===== config.mk =====
export PLATFORM = sky130hd
export DESIGN_NAME = ucode_sequencer
export DESIGN_NICKNAME = d
export VERILOG_FILES = /design/src/rtl/ucode_sequencer.sv
export SDC_FILE = /design/constraint.sdc
export NUM_CORES = 1
export LEC_CHECK = 0
export BUFFER_PORTS_ARGS = -buffer_cell sky130_fd_sc_hd__buf_2
export CORE_MARGIN = 1
export CORE_UTILIZATION = 35
export DETAILED_ROUTE_END_ITERATION = 10
export GPL_TIMING_DRIVEN = 0
export PLACE_DENSITY_LB_ADDON = 0.1
export SLEW_MARGIN = 10
export SYNTH_ARGS = -nofsm -noshare
export SYNTH_HDL_FRONTEND = slang
export SYNTH_SLANG_ARGS = --single-unit
export TNS_END_PERCENT = 5

===== constraint.sdc =====
create_clock -name clk -period 2.5 [get_ports clk]
set_input_delay 0.375 -clock clk [delete_from_list [all_inputs] [get_ports clk]]
set_output_delay 0.375 -clock clk [all_outputs]
set_load 0.02 [all_outputs]

===== src/rtl/ucode_sequencer.sv =====
// ucode_sequencer: sits between fetch and decode. Ordinary instructions pass
// through as registered micro-ops. The MUL and SWP macros expand into
// fixed-length micro-op sequences while fetch holds its PC.
//
// Handshake with fetch: `control` is combinational. While it is high, fetch
// holds the PC and stays in its microcode state. It rises in the same cycle a
// macro is detected, so fetch freezes at that edge. It drops in the cycle of
// the last issue, so fetch is back in its filter state one cycle later.
// uop/uop_valid form a registered, always-accepted output: decode consumes
// every cycle in which uop_valid is high, and there is no back-pressure.
module ucode_sequencer #(
  parameter logic [6:0] MUL_OPC = 7'b1010000,
  parameter logic [6:0] SWP_OPC = 7'b1010001,
  parameter logic [6:0] UOP_OPC = 7'b1111000,
  parameter int unsigned MUL_LEN = 16,
  parameter int unsigned SWP_LEN = 3
) (
  input  logic        clk,
  input  logic        rst,
  input  logic [31:0] inst_in,
  input  logic        flush,
  output logic        control,
  output logic [31:0] uop,
  output logic        uop_valid,
  output logic        busy
);

  typedef enum logic [1:0] {
    ST_IDLE = 2'd0,
    ST_RUN  = 2'd1,
    ST_DONE = 2'd2
  } state_e;

  localparam logic [2:0] ID_MUL = 3'b001;
  localparam logic [2:0] ID_SWP = 3'b010;
  localparam logic [4:0] MUL_LEN5 = 5'(MUL_LEN);
  localparam logic [4:0] SWP_LEN5 = 5'(SWP_LEN);

  state_e      state_q, state_d;
  logic [4:0]  step_q, step_d;
  logic [3:0]  rd_q, rd_d;
  logic [3:0]  rs1_q, rs1_d;
  logic [3:0]  rs2_q, rs2_d;
  logic [2:0]  id_q, id_d;
  logic [4:0]  len_q, len_d;
  logic [31:0] uop_q, uop_d;
  logic        uop_valid_q, uop_valid_d;
  logic        busy_q, busy_d;
  logic        control_c;

  // Decode the incoming instruction's macro fields.
  logic [6:0] opc;
  logic       is_mul;
  logic       is_swp;
  logic       last_step;

  assign opc       = inst_in[31:25];
  assign is_mul    = (opc == MUL_OPC);
  assign is_swp    = (opc == SWP_OPC);
  assign last_step = (step_q == (len_q - 5'd1));

  // Build one micro-op word from the latched fields and a step index.
  function automatic logic [31:0] encode(input logic [3:0] rd,
                                         input logic [3:0] rs1,
                                         input logic [3:0] rs2,
                                         input logic [2:0] id,
                                         input logic [4:0] step);
    return {UOP_OPC, rd, rs1, rs2, id, step, 5'b00000};
  endfunction

  // Next-state and output logic. Every path clears uop/uop_valid unless it
  // issues something.
  always_comb begin
    state_d     = state_q;
    step_d      = step_q;
    rd_d        = rd_q;
    rs1_d       = rs1_q;
    rs2_d       = rs2_q;
    id_d        = id_q;
    len_d       = len_q;
    uop_d       = 32'd0;
    uop_valid_d = 1'b0;
    control_c   = 1'b0;
    unique case (state_q)
      ST_IDLE: begin
        if (!flush) begin
          if (is_mul || is_swp) begin
            // Macro detected: latch operands and issue step 0 immediately.
            rd_d        = inst_in[24:21];
            rs1_d       = inst_in[20:17];
            rs2_d       = inst_in[16:13];
            id_d        = is_mul ? ID_MUL : ID_SWP;
            len_d       = is_mul ? MUL_LEN5 : SWP_LEN5;
            uop_d       = encode(inst_in[24:21], inst_in[20:17],
                                 inst_in[16:13], is_mul ? ID_MUL : ID_SWP,
                                 5'd0);
            uop_valid_d = 1'b1;
            step_d      = 5'd1;
            control_c   = 1'b1;
            state_d     = ST_RUN;
          end else begin
            uop_d       = inst_in;
            uop_valid_d = 1'b1;
          end
        end
      end
      ST_RUN: begin
        if (flush) begin
          // Squash the rest of the sequence. DONE still follows, so the
          // macro that fetch re-presents is not expanded again.
          state_d = ST_DONE;
        end else begin
          uop_d       = encode(rd_q, rs1_q, rs2_q, id_q, step_q);
          uop_valid_d = 1'b1;
          step_d      = step_q + 5'd1;
          if (last_step) begin
            state_d = ST_DONE;
          end else begin
            control_c = 1'b1;
          end
        end
      end
      ST_DONE: begin
        // Fetch advances past the macro in this cycle, so inst_in is ignored.
        step_d  = 5'd0;
        state_d = ST_IDLE;
      end
      default: begin
        step_d  = 5'd0;
        state_d = ST_IDLE;
      end
    endcase
    busy_d = (state_d != ST_IDLE);
  end

  // State, latched fields and registered outputs; async reset clears all.
  always_ff @(posedge clk or posedge rst) begin
    if (rst) begin
      state_q     <= ST_IDLE;
      step_q      <= 5'd0;
      rd_q        <= 4'd0;
      rs1_q       <= 4'd0;
      rs2_q       <= 4'd0;
      id_q        <= 3'd0;
      len_q       <= 5'd0;
      uop_q       <= 32'd0;
      uop_valid_q <= 1'b0;
      busy_q      <= 1'b0;
    end else begin
      state_q     <= state_d;
      step_q      <= step_d;
      rd_q        <= rd_d;
      rs1_q       <= rs1_d;
      rs2_q       <= rs2_d;
      id_q        <= id_d;
      len_q       <= len_d;
      uop_q       <= uop_d;
      uop_valid_q <= uop_valid_d;
      busy_q      <= busy_d;
    end
  end

  assign control   = control_c & ~rst;
  assign uop       = uop_q;
  assign uop_valid = uop_valid_q;
  assign busy      = busy_q;

endmodule


After elaboration in Yosys (flattened, before gate mapping). Cells that the tools add are included. W data, S select, Z words.

$add $sub $neg: 2. Equality and inequality tests: 7. Mux-type cells: 22. Bitwise gates (word level): 3. Reductions and logical operators: 6.

Operator list (number): $mux W32 (3); $pmux W32 S2 (1); $mux W5 (4); $eq A7 B7 Y1 const B (2); $mux W2 (5); $pmux W5 S2 (1); $mux W1 (6); $ne A2 B2 Y1 const B (3); $reduce_and A3 Y1 (2); $add A5 B1 Y5 const B (1); $eq A5 B5 Y1 (1); $sub A5 B1 Y5 const B (1); $pmux W2 S2 (1); $eq A2 B1 Y1 const B (1); $logic_not A2 Y1 (1); $not A1 Y1 (2); $pmux W1 S2 (1); $reduce_bool A2 Y1 (1); $reduce_or A2 Y1 (1); $and A1 B1 Y1 (1); $logic_or A1 B1 Y1 (1).

Register bits after elaboration: 61. Input port bits: 35. Output and inout bits: 35. Word-level logic and storage cells: 50.

Logic depth before layout (Yosys ltp). Gate-level depths: netlist of run 1.

Depth in word-level cells: 6. Gate-level depth with buffers: 6. Mapped depth without buffers: 4.

Least setup slack after synthesis of run 1. OpenSTA, ideal clock, no wires.

Kind: flip-flop to output port. From: reg state_q[1]. To: out control. Arrival time: 1.765 ns. Data required time: 2.125 ns. Path slack: 0.360 ns. Cell stages (with the launch flop): 7. Buffers on the path: 2. Cell sequence: dfrtp_1 > or2_2 > clkbuf_1 > nor2_1 > clkbuf_1 > nand2_1 > a21oi_1.

Cells in the longest elaborated chain, start to end: 3. Elaborated cells between the ends (all ways): 4. Classes of those cells: 1 x eq/ne; 1 x mux; 1 x bitwise; 1 x reduce/logical.

Ends and longest elaborated chain: start: declaration (RTL line 39) `state_e state_q, state_d;`; start signal: assignment (RTL line 150) `state_q <= state_d;`; $eq A2 B1 Y1 / $logic_not A2 Y1 (equally long branches) (RTL line 84) `unique case (state_q)`; $pmux W1 S2 (*) (RTL line 84); $and A1 B1 Y1 (*) (RTL line 163) `assign control = control_c & ~rst;`; end: declaration (RTL line 22) `output logic control,`.

Every way passes the cells marked *; elsewhere a longest branch is shown, timed or not.

Worst setup path after layout of run 1.
From: in inst_in[26]. To: out control.

Cells in the longest elaborated chain, start to end: 6. Elaborated cells between the ends (all ways): 7. Classes of those cells: 2 x eq/ne; 3 x mux; 1 x bitwise; 1 x reduce/logical.

Ends and longest elaborated chain: start: declaration (RTL line 20) `input logic [31:0] inst_in,`; $eq A7 B7 Y1 (on tied branches) (RTL line 58, 59); $logic_or A1 B1 Y1 (*) (RTL line 87) `if (is_mul || is_swp) begin`; $mux W1 (*) (RTL line 87); $mux W1 (*) (RTL line 86) `if (!flush) begin`; $pmux W1 S2 (*) (RTL line 84); $and A1 B1 Y1 (*) (RTL line 163).

Marked as above.

==> results of run 1 <==
==> sequential cells by signal, indices dropped and copies added, names as in the netlist <==
name,count
step_q,5
uop_valid,1
state_q,2
rd_q,4
busy,1
len_q,1
rs1_q,4
id_q,1
rs2_q,4
uop,32
==> synthesized netlist by cell type <==
library cell	n
a311oi_1	1
nor3_2	1
nor2_1	10
dfrtp_1	55
a31oi_1	1
or3b_2	1
or4_1	2
nand2_1	10
ha_1	1
o21a_1	3
o21ai_0	8
inv_1	4
nand3_1	3
and4b_1	1
o311a_4	1
nand3b_1	1
o21bai_1	1
clkbuf_1	5
and2_1	9
nand2b_1	2
o31ai_1	2
or2_2	1
or3_1	1
xnor2_1	1
a21oi_1	4
a21o_1	2
buf_4	1
nor2b_1	1
mux2i_1	4
buf_2	1
xor2_1	1
nor4b_1	1
mux2_2	13
a22o_1	14
==> per-stage QoR <==
stage | area, um2 | power (mW)
final | 2770 | 1.95
after CTS | 2760 | 1.97
after detailed placement | 2620 | 1.29
after floorplan | 2160 | 1.18
after global placement | 2590 | 1.28
after global routing | 2770 | 2.04
==> cell type report <==
type / count / area, um2
Buffer: 5 / 33.8
Clock buffer: 6 / 72.6
Clock inverter: 2 / 60.1
Fill cell: 572 / 3150
Inverter: 4 / 15.0
Multi-Input combinational cell: 101 / 748
Sequential cell: 55 / 1380
Tap cell: 75 / 93.8
Timing Repair Buffer: 70 / 365
==> report_power, final <==
| group | internal [mW] | leakage [nW] | switching [mW] | total (mW) |
|---|---|---|---|---|
| sequential | 0.965 | 0.714 | 0.0559 | 1.02 |
| clock | 0.400 | 0.0654 | 0.283 | 0.684 |
| combinational | 0.112 | 0.638 | 0.133 | 0.245 |
==> repair_timing <==
action                                  CTS  global route
endpoints found under the setup margin    1             1
cloned                                    0             0
resized for setup                         5             3
==> kinds of logic (layout without fill, tap and decap cells) <==
kind of cell,after synthesis,in the layout,synth area share (%)
flip-flops,55,55,63.8
AND/OR/NAND/NOR,44,44,11.0
AO/OA/AOI/OAI,37,37,12.9
multiplexers,17,17,8.65
buffers and inverters,11,87,2.15
XOR/XNOR,2,2,0.813
adder cells (fa/ha/maj),1,1,0.580
==> worst max-delay path by stage <==
stage,startpoint,cells after the start,slack (ps),to
6_report,inst_in[26],7,150,control
5_1_grt,inst_in[26],7,40,control
4_1_cts,state_q[1],7,2,control
3_5_place_dp,flush,8,-120,control
3_3_place_gp,flush,8,-160,control
2_1_floorplan,state_q[1],6,360,control
==> critical path, stage by stage <==
cell and delay, ps:
buf_2 100, or4_1 530, buf_2 180, nor2_1 290, nand2_1 170, a21oi_1 150, buf_2 170
==> layout by cell type, fill, tap and decap left out, drive strengths merged, types with 2 or more instances in the layout <==
master  Yosys  routed
mux2i       4       4
bufinv      0       2
dfrtp      55      55
a21oi       4       4
o21ai       8       8
nand3       3       3
o21a        3       3
nand2      10      10
buf         2      72
mux2       13      13
clkbuf      5       9
a22o       14      14
inv         4       4
nor2       10      10
nand2b      2       2
o31ai       2       2
and2        9       9
a21o        2       2
or4         2       2
==> metal layers <==
layer / vias to the layer above / global-route usage, % / part of all wire (%)
met3: 4 / 3.41 / 6.1
met4: 0 / 3.75 / 0.70
met5: - / 0 / 0
li1: 739 / - / -
met1: 744 / 21.0 / 49
met2: 52 / 22.5 / 44
==> flow_metrics.tcl, run 1 <==
set metrics [dict create \
    run_status "complete, no violations" \
    clk_pin_slew_ps 90 \
    wl_um 4550 \
    num_io_pins 70 \
    portBuffers 69 \
    holdWs_ps 116 \
    synth-seq-cells 55 \
    hold_path.class "in2async" \
    syn_to_final_growth_pct 28.3 \
    required_ps 2120 \
    ir_drop_mv 0.266 \
    path_max_fanout 6 \
    setup_slack_ps 152 \
    cts_tree "yes" \
    grt_pass1_vias 1464 \
    setup_viol 0 \
    numCtsBuffers 5 \
    final-max-slew-violation-count 0 \
    cts_hold_repair.buffers 0 \
    yosys.area.top_type "dfrtp_1" \
    nNetsFinal 278 \
    clock_skew_ps 2.25 \
    timing.final.crit_share_pct 93.9 \
    power_density_nw_per_um2 705 \
    fmax_mhz 426 \
    ys_types 34 \
    vias 1539 \
    row_count 28 \
    dieArea_um2 6480 \
    antenna_left 0 \
    cts_buffer_depth 2 \
    power.leakage_nw 1.42 \
    crit_type "in2out" \
    maxSlewHeadroom_pct 63.8 \
    yosysTopAreaCellShare_pct 63.8 \
    vias_per_cell 4.84 \
    ys_seq_area_share_pct 63.8 \
    syn_nets 203 \
    place_inst 312 \
    cp-start-kind "input pin" \
    drv_cap 0 \
    ys.warnings.count 0 \
    worst_pin_slew_ps 542 \
    detail_route.drc_violations 0 \
    wl_per_cell_um 14.3 \
    syn_area_um2 2160 \
    core_area_um2 5920 \
    drt_iter0_markers 25 \
    dp_hpwl_um 3290 \
    h-tree-depth 2 \
    syn_avg_cell_area_um2 12.9 \
    drive_above_1_share_pct 41.6 \
    cts_setup_buffers 0 \
    gp_congestion 0.724 \
    n_antenna_cell 0 \
    final_cells 318 \
    r2r_setup_slack_ps 380 \
    utilization_pct 46.7 \
    cts_root_buf "clkbuf_8" \
    die_h_um 80.5 \
    setup_tns_ps 0 \
    grt_pass1_wl_um 7190 \
    synth_cells 167 \
    r2r-end "rs2_q[1]" \
    critical_path_arrival_ps 1970 \
    grt_antenna_before_repair 0 \
    grt_use_total_pct 14.8 \
    final_hold_viol_count 0 \
    end_kind "output pin" \
    min_period_ps 2350 \
    first_pass_iters 4 \
    reg2reg_depth 4 \
    grt_overflow 0 \
    r2r_start "state_q[0]" \
    clkLatencyLatePin_ps 300 \
    start_util_pct 36.4 \
    grt_max_degree 33 \
    yosys-top-cells-area "dfrtp_1, mux2_2, a22o_1, and2_1, mux2i_1" \
    rsz0062_at_grt "false" \
    die_w_um 80.5 \
    dp_slack_ps -122 \
    cts_sinks 55 \
]
Note: power is estimated with default switching activity, not from simulation.
==> inputs of run 2 (changes only) <==
--- a/config.mk
+++ b/config.mk
@@ -5,7 +5,7 @@
 export SDC_FILE = /design/constraint.sdc
 export NUM_CORES = 1
 export LEC_CHECK = 0
-export BUFFER_PORTS_ARGS = -buffer_cell sky130_fd_sc_hd__buf_2
+export BUFFER_PORTS_ARGS = -buffer_cell sky130_fd_sc_hd__clkbuf_2
 export CORE_MARGIN = 1
 export CORE_UTILIZATION = 35
 export DETAILED_ROUTE_END_ITERATION = 10
==> run 2 against run 1 <==
Final cell count is 0.31% higher. Via count decreased by 1.8%. Total power shrank 10%. Non-clock buffer count is 1 higher. Global-route usage up 0.36 points. Maximum frequency decreased by 1.2%. Final area shrank 1.9%. Register-to-register slack hardly changed. Combinational power hardly changed. Sequential share of layout area is 0.94 points higher. First-iteration DRC count is 110% higher. Critical path depth decreased by 1. Largest cell class unchanged.
==> flow_metrics.tcl, run 2 (synthesis results as in run 1) <==
set metrics [dict create \
    maxSlewHeadroom_pct 58.3 \
    grt_pass1_vias 1424 \
    cts_tree "yes" \
    clkLatencyLatePin_ps 300 \
    cpPeakStageDelay_ps 440 \
    crit_type "reg2out" \
    holdWs_ps 149 \
    setup_viol 0 \
    vias 1512 \
    antenna_left 0 \
    r2r_setup_slack_ps 370 \
    run_status "complete, no violations" \
    path_max_fanout 10 \
    setup_tns_ps 0 \
    ir_drop_mv 0.258 \
    dpl_cell_area_um2 2620 \
    dp_slack_ps -172 \
    row_count 28 \
    fmax_mhz 421 \
    hold_path.class "in2async" \
    dieArea_um2 6480 \
    design_area_um2 2720 \
    start_util_pct 36.4 \
    num_io_pins 70 \
    portBuffers 69 \
    r2r-end "rs1_q[1]" \
    wl_um 4590 \
    critical_path_arrival_ps 2000 \
    required_ps 2120 \
    p_switching_mw 0.474 \
    grt_max_degree 29 \
    min_period_ps 2380 \
    largest_reg_flops 32 \
    die_h_um 80.5 \
    cts_root_buf "clkbuf_8" \
    pwr-share-seq_pct 58.5 \
    drv_cap 0 \
    regArea_um2 1380 \
    cts_hold_repair.buffers 0 \
    drive_above_1_share_pct 41.8 \
    timing.final.crit_share_pct 95.0 \
    final-max-slew-violation-count 0 \
    numCtsBuffers 5 \
    crit_chain "or2_2 > nor2_2 > clkbuf_4 > nand2_1 > a21oi_1 > clkbuf_2" \
    detail_route.drc_violations 0 \
    wl_per_cell_um 14.4 \
    final_hold_viol_count 0 \
    r2r_start "state_q[0]" \
    n_fill_cell 579 \
    n_antenna_cell 0 \
    worst_pin_slew_ps 625 \
    rsz0062_at_grt "false" \
    grt_pass1_wl_um 7250 \
    clk_pin_slew_ps 100 \
    cp-start-kind "flip-flop" \
    h-tree-depth 2 \
    power.leakage_nw 1.39 \
    pwr-share-clk_pct 27.5 \
    layout_commonest_cell "clkbuf_2" \
    power_density_nw_per_um2 644 \
    grt_antenna_before_repair 0 \
    setup_slack_ps 124 \
    clock_skew_ps 8.72 \
    gp_congestion 0.709 \
    swShare_pct 27.1 \
    grt_use_total_pct 15.1 \
    vias_per_cell 4.74 \
    drt_iter0_markers 53 \
    core_area_um2 5920 \
    end_kind "output pin" \
    power.internal_mw 1.27 \
    die_w_um 80.5 \
    reg2reg_depth 4 \
    syn_to_final_growth_pct 25.9 \
    nNetsFinal 279 \
    multi_input_area_um2 743 \
    dp_hpwl_um 3280 \
    power_frac_comb_pct 14.0 \
    first_pass_iters 4 \
    cts_buffer_depth 2 \
    cts_sinks 55 \
    grt_overflow 0 \
    mostFrequentLayoutCells "clkbuf_2, dfrtp_1, a22o_1, mux2_2, nand2_1" \
    slowest_stage "dfrtp_1" \
]
==> run 2: how the worst max path moves through the flow <==
stage / from / to
global placement: flush / control
detailed placement: flush / control
global route: state_q[1] / control
finish: state_q[1] / control
floorplan: state_q[1] / control
CTS: state_q[1] / control
==> run 2: layout make-up <==
class,instances,share of cell area [%]
plain buffers,5,1.01
clock buffers,6,2.67
clock inverters,2,0.461
inverters,4,0.553
multi-input cells,101,27.4
flip-flops and latches,55,50.7
well taps,75,3.46
repair buffers,71,13.7
==> run 2: power by group through the flow <==
stage	registers [mW]	logic [mW]	clock network [mW]
2_1_floorplan	1.06	0.118	0
3_3_place_gp	1.04	0.240	0
3_5_place_dp	1.04	0.247	0
4_1_cts	1.02	0.249	0.499
5_1_grt	1.03	0.274	0.529
6_report	1.02	0.245	0.480
==> run 2: timing repair <==
item,in CTS,in global routing
pin swaps,1,0
setup buffers,1,0
resized for setup,5,1
cloned,0,0
setup endpoints to repair,1,1
==> run 2: critical path: cells and delay by family (launching register included) <==
| family | cells | cell delay [ps] |
|---|---|---|
| simple gates | 3 | 680 |
| flops | 1 | 440 |
| buf+inv | 2 | 430 |
| compound gates | 1 | 160 |
==> run 2: layer usage <==
metal	up-vias	GRT usage (%)	share of wire [%]
met3	8	4.09	6.4
met1	712	21.0	49
met5	-	0	0
met4	0	5.71	1.8
met2	52	22.4	43
li1	740	-	-
==> run 2: per-stage QoR <==
stage | std cells | utilization [%] | total power [mW]
after floorplan | 167 | - | 1.18
after global placement | 311 | 43.8 | 1.28
after detailed placement | 312 | 44.2 | 1.29
after CTS | 319 | 45.8 | 1.77
after global routing | 319 | 45.9 | 1.84
final | 319 | 45.9 | 1.75
==> inputs of run 3 (changes only) <==
--- a/config.mk
+++ b/config.mk
@@ -5,6 +5,7 @@
 export SDC_FILE = /design/constraint.sdc
 export NUM_CORES = 1
 export LEC_CHECK = 0
+export ABC_AREA = 1
 export BUFFER_PORTS_ARGS = -buffer_cell sky130_fd_sc_hd__clkbuf_2
 export CORE_MARGIN = 1
 export CORE_UTILIZATION = 35
==> run 3 against run 2 <==
Routed wire length is 6.3% higher. Utilization is 0.91 points lower. Clock power is 8.3% higher. Via count is 16% higher. Hold slack worse by 47 ps. Synthesized cell count is 42% higher. Sequential power hardly changed. Die area is 5.7% higher.
==> flow_metrics.tcl, run 3 <==
set metrics [dict create \
    run_status "complete, no violations" \
    power_mw 1.76 \
    antenna_left 0 \
    mostFrequentLayoutCells "clkbuf_2, nand2_1, dfrtp_1, inv_1, nor2_1" \
    dieArea_um2 6840 \
    wl_um 4880 \
    path_buf_inv 5 \
    drt_iter0_markers 65 \
    cpMostUsedCell "inv_4" \
    muxShareOfSynthArea_pct 0 \
    n_antenna_cell 0 \
    syn_nets 273 \
    clock_skew_ps 6.71 \
    syn_to_final_growth_pct 24.4 \
    wl_per_cell_um 12.4 \
    final_cells 392 \
    grt_max_degree 34 \
    power.leakage_nw 1.55 \
    clk_pin_slew_ps 90 \
    final-max-slew-violation-count 0 \
    layout_commonest_cell "clkbuf_2" \
    synth_cells 237 \
    nNetsFinal 350 \
    row_count 29 \
    grt_pass1_vias 1636 \
    cts_root_buf "clkbuf_8" \
    slowest_stage "dfrtp_1" \
    drive_above_1_share_pct 32.4 \
    core_area_um2 6310 \
    grt_overflow 0 \
    gp_congestion 0.825 \
    synth_xor_area_share_pct 1.15 \
    fmax_mhz 428 \
    vias 1760 \
    dp_hpwl_um 3550 \
    synth_top_family_by_area "simple AND/OR/NAND/NOR gates" \
    h-tree-depth 2 \
    detail_route.drc_violations 0 \
    largest_reg_flops 32 \
    portBuffers 69 \
    ys_types 23 \
    rsz0062_at_grt "false" \
    ys_seq_area_share_pct 60.3 \
    die_h_um 82.7 \
    async_reset_ff_share_pct 100 \
    grt_pass1_wl_um 7850 \
    dp_slack_ps 334 \
    yosys-top-cells-area "dfrtp_1, nand2_1, o21ai_2, inv_1, nor2_1" \
    grt_antenna_before_repair 0 \
    ir_drop_mv 0.364 \
    critical_path_arrival_ps 1960 \
    vias_per_cell 4.49 \
    num_io_pins 70 \
    grt_use_total_pct 15.6 \
    synth_fa_ha_area_share_pct 0.549 \
    cts_setup_buffers 0 \
    maxSlewHeadroom_pct 65.8 \
    r2r_setup_slack_ps 930 \
    syn_area_um2 2280 \
    crit_type "reg2out" \
    cts-resized-gates 0 \
    cts_hold_repair.buffers 0 \
    yosysTopAreaCellShare_pct 60.3 \
    cpPeakStageDelay_ps 460 \
    final_hold_viol_count 0 \
    ys.warnings.count 0 \
    end_kind "output pin" \
    synth-compound-area-share_pct 11.0 \
    cts_buffer_depth 2 \
    syn_avg_cell_area_um2 9.62 \
    first_pass_iters 4 \
    yosys-top-cells-count "nand2_1, dfrtp_1, inv_1" \
    cts_tree "yes" \
    reg2reg_depth 9 \
    utilization_pct 44.9 \
    cts_sinks 55 \
    crit_chain "nor2_4 > inv_4 > nor2_8 > inv_4 > nor2_8 > inv_4 > buf_6 > a21oi_2 > clkbuf_2" \
    hold_path.class "in2async" \
    cp-start-kind "flip-flop" \
    start_util_pct 36.1 \
    path_max_fanout 10 \
    timing.final.crit_share_pct 93.4 \
    die_w_um 82.7 \
    drv_cap 0 \
    synthSimpleGateAreaFrac_pct 19.8 \
    power_density_nw_per_um2 622 \
    ys.flop_type "dfrtp_1" \
    clkLatencyLatePin_ps 300 \
    r2r_start "state_q[1]" \
    yosys.area.top_type "dfrtp_1" \
    r2r-end "rs2_q[2]" \
    synth_edf_count 0 \
    place_inst 384 \
    required_ps 2120 \
    min_period_ps 2330 \
    worst_pin_slew_ps 512 \
    synth.most_common_cell "nand2_1" \
    setup_slack_ps 165 \
    setup_viol 0 \
    numCtsBuffers 5 \
    path_delay_family "buffers and inverters" \
    synth-seq-cells 55 \
]
==> run 3: stage by stage <==
step                      setup TNS, ps  instance area (um2)  hold WS, ps
after floorplan                       0                 2280          449
after global placement            -2100                 2720          464
after detailed placement              0                 2740          456
after CTS                             0                 2840          119
after global routing                  0                 2840          139
final                                 0                 2840          102
==> run 3: cell families after synthesis <==
kind of cell | after synthesis
flip-flops | 55
AND/OR/NAND/NOR | 103
AO/OA/AOI/OAI | 39
buffers and inverters | 36
adder cells (fa/ha/maj) | 1
XOR/XNOR | 3
==> run 3: area by class of cell <==
class                   instances  area, um2
fillers                       646       3480
flip-flops and latches         55       1380
multi-input cells             146        742
repair buffers                 70        365
inverters                      30        120
well taps                      77       96.3
clock buffers                   7       86.3
plain buffers                   6       42.5
clock inverters                 1       8.76
==> run 3: routing by layer <==
| metal | share of wire, % | global-route usage (%) | wire, um |
|---|---|---|---|
| met4 | 1.9 | 5.17 | 93 |
| met1 | 47 | 21.5 | 2310 |
| met5 | 0 | 0 | 0 |
| met3 | 6.6 | 3.63 | 321 |
| met2 | 44 | 24.1 | 2150 |
==> run 3: worst max path at each step <==
stage / to / cells past startpoint / startpoint
2_1_floorplan: control / 8 / state_q[1]
3_3_place_gp: uop[1] / 2 / rst
3_5_place_dp: control / 8 / inst_in[26]
4_1_cts: control / 9 / state_q[1]
5_1_grt: control / 9 / state_q[1]
6_report: control / 9 / state_q[1]
==> run 3: power breakdown <==
group / total (mW) / internal (mW) / switching (mW)
Combinational: 0.251 / 0.0950 / 0.156
Sequential: 0.993 / 0.957 / 0.0366
Clock: 0.520 / 0.228 / 0.292
==> run 3: worst register-to-register path, stage by stage, from the launching register on <==
cell	delay [ps]
dfrtp_1	460
nor2_4	220
inv_4	80
nor2_8	110
inv_4	80
nor2_8	150
inv_4	90
buf_6	160
nand2_1	70
o21ai_2	50
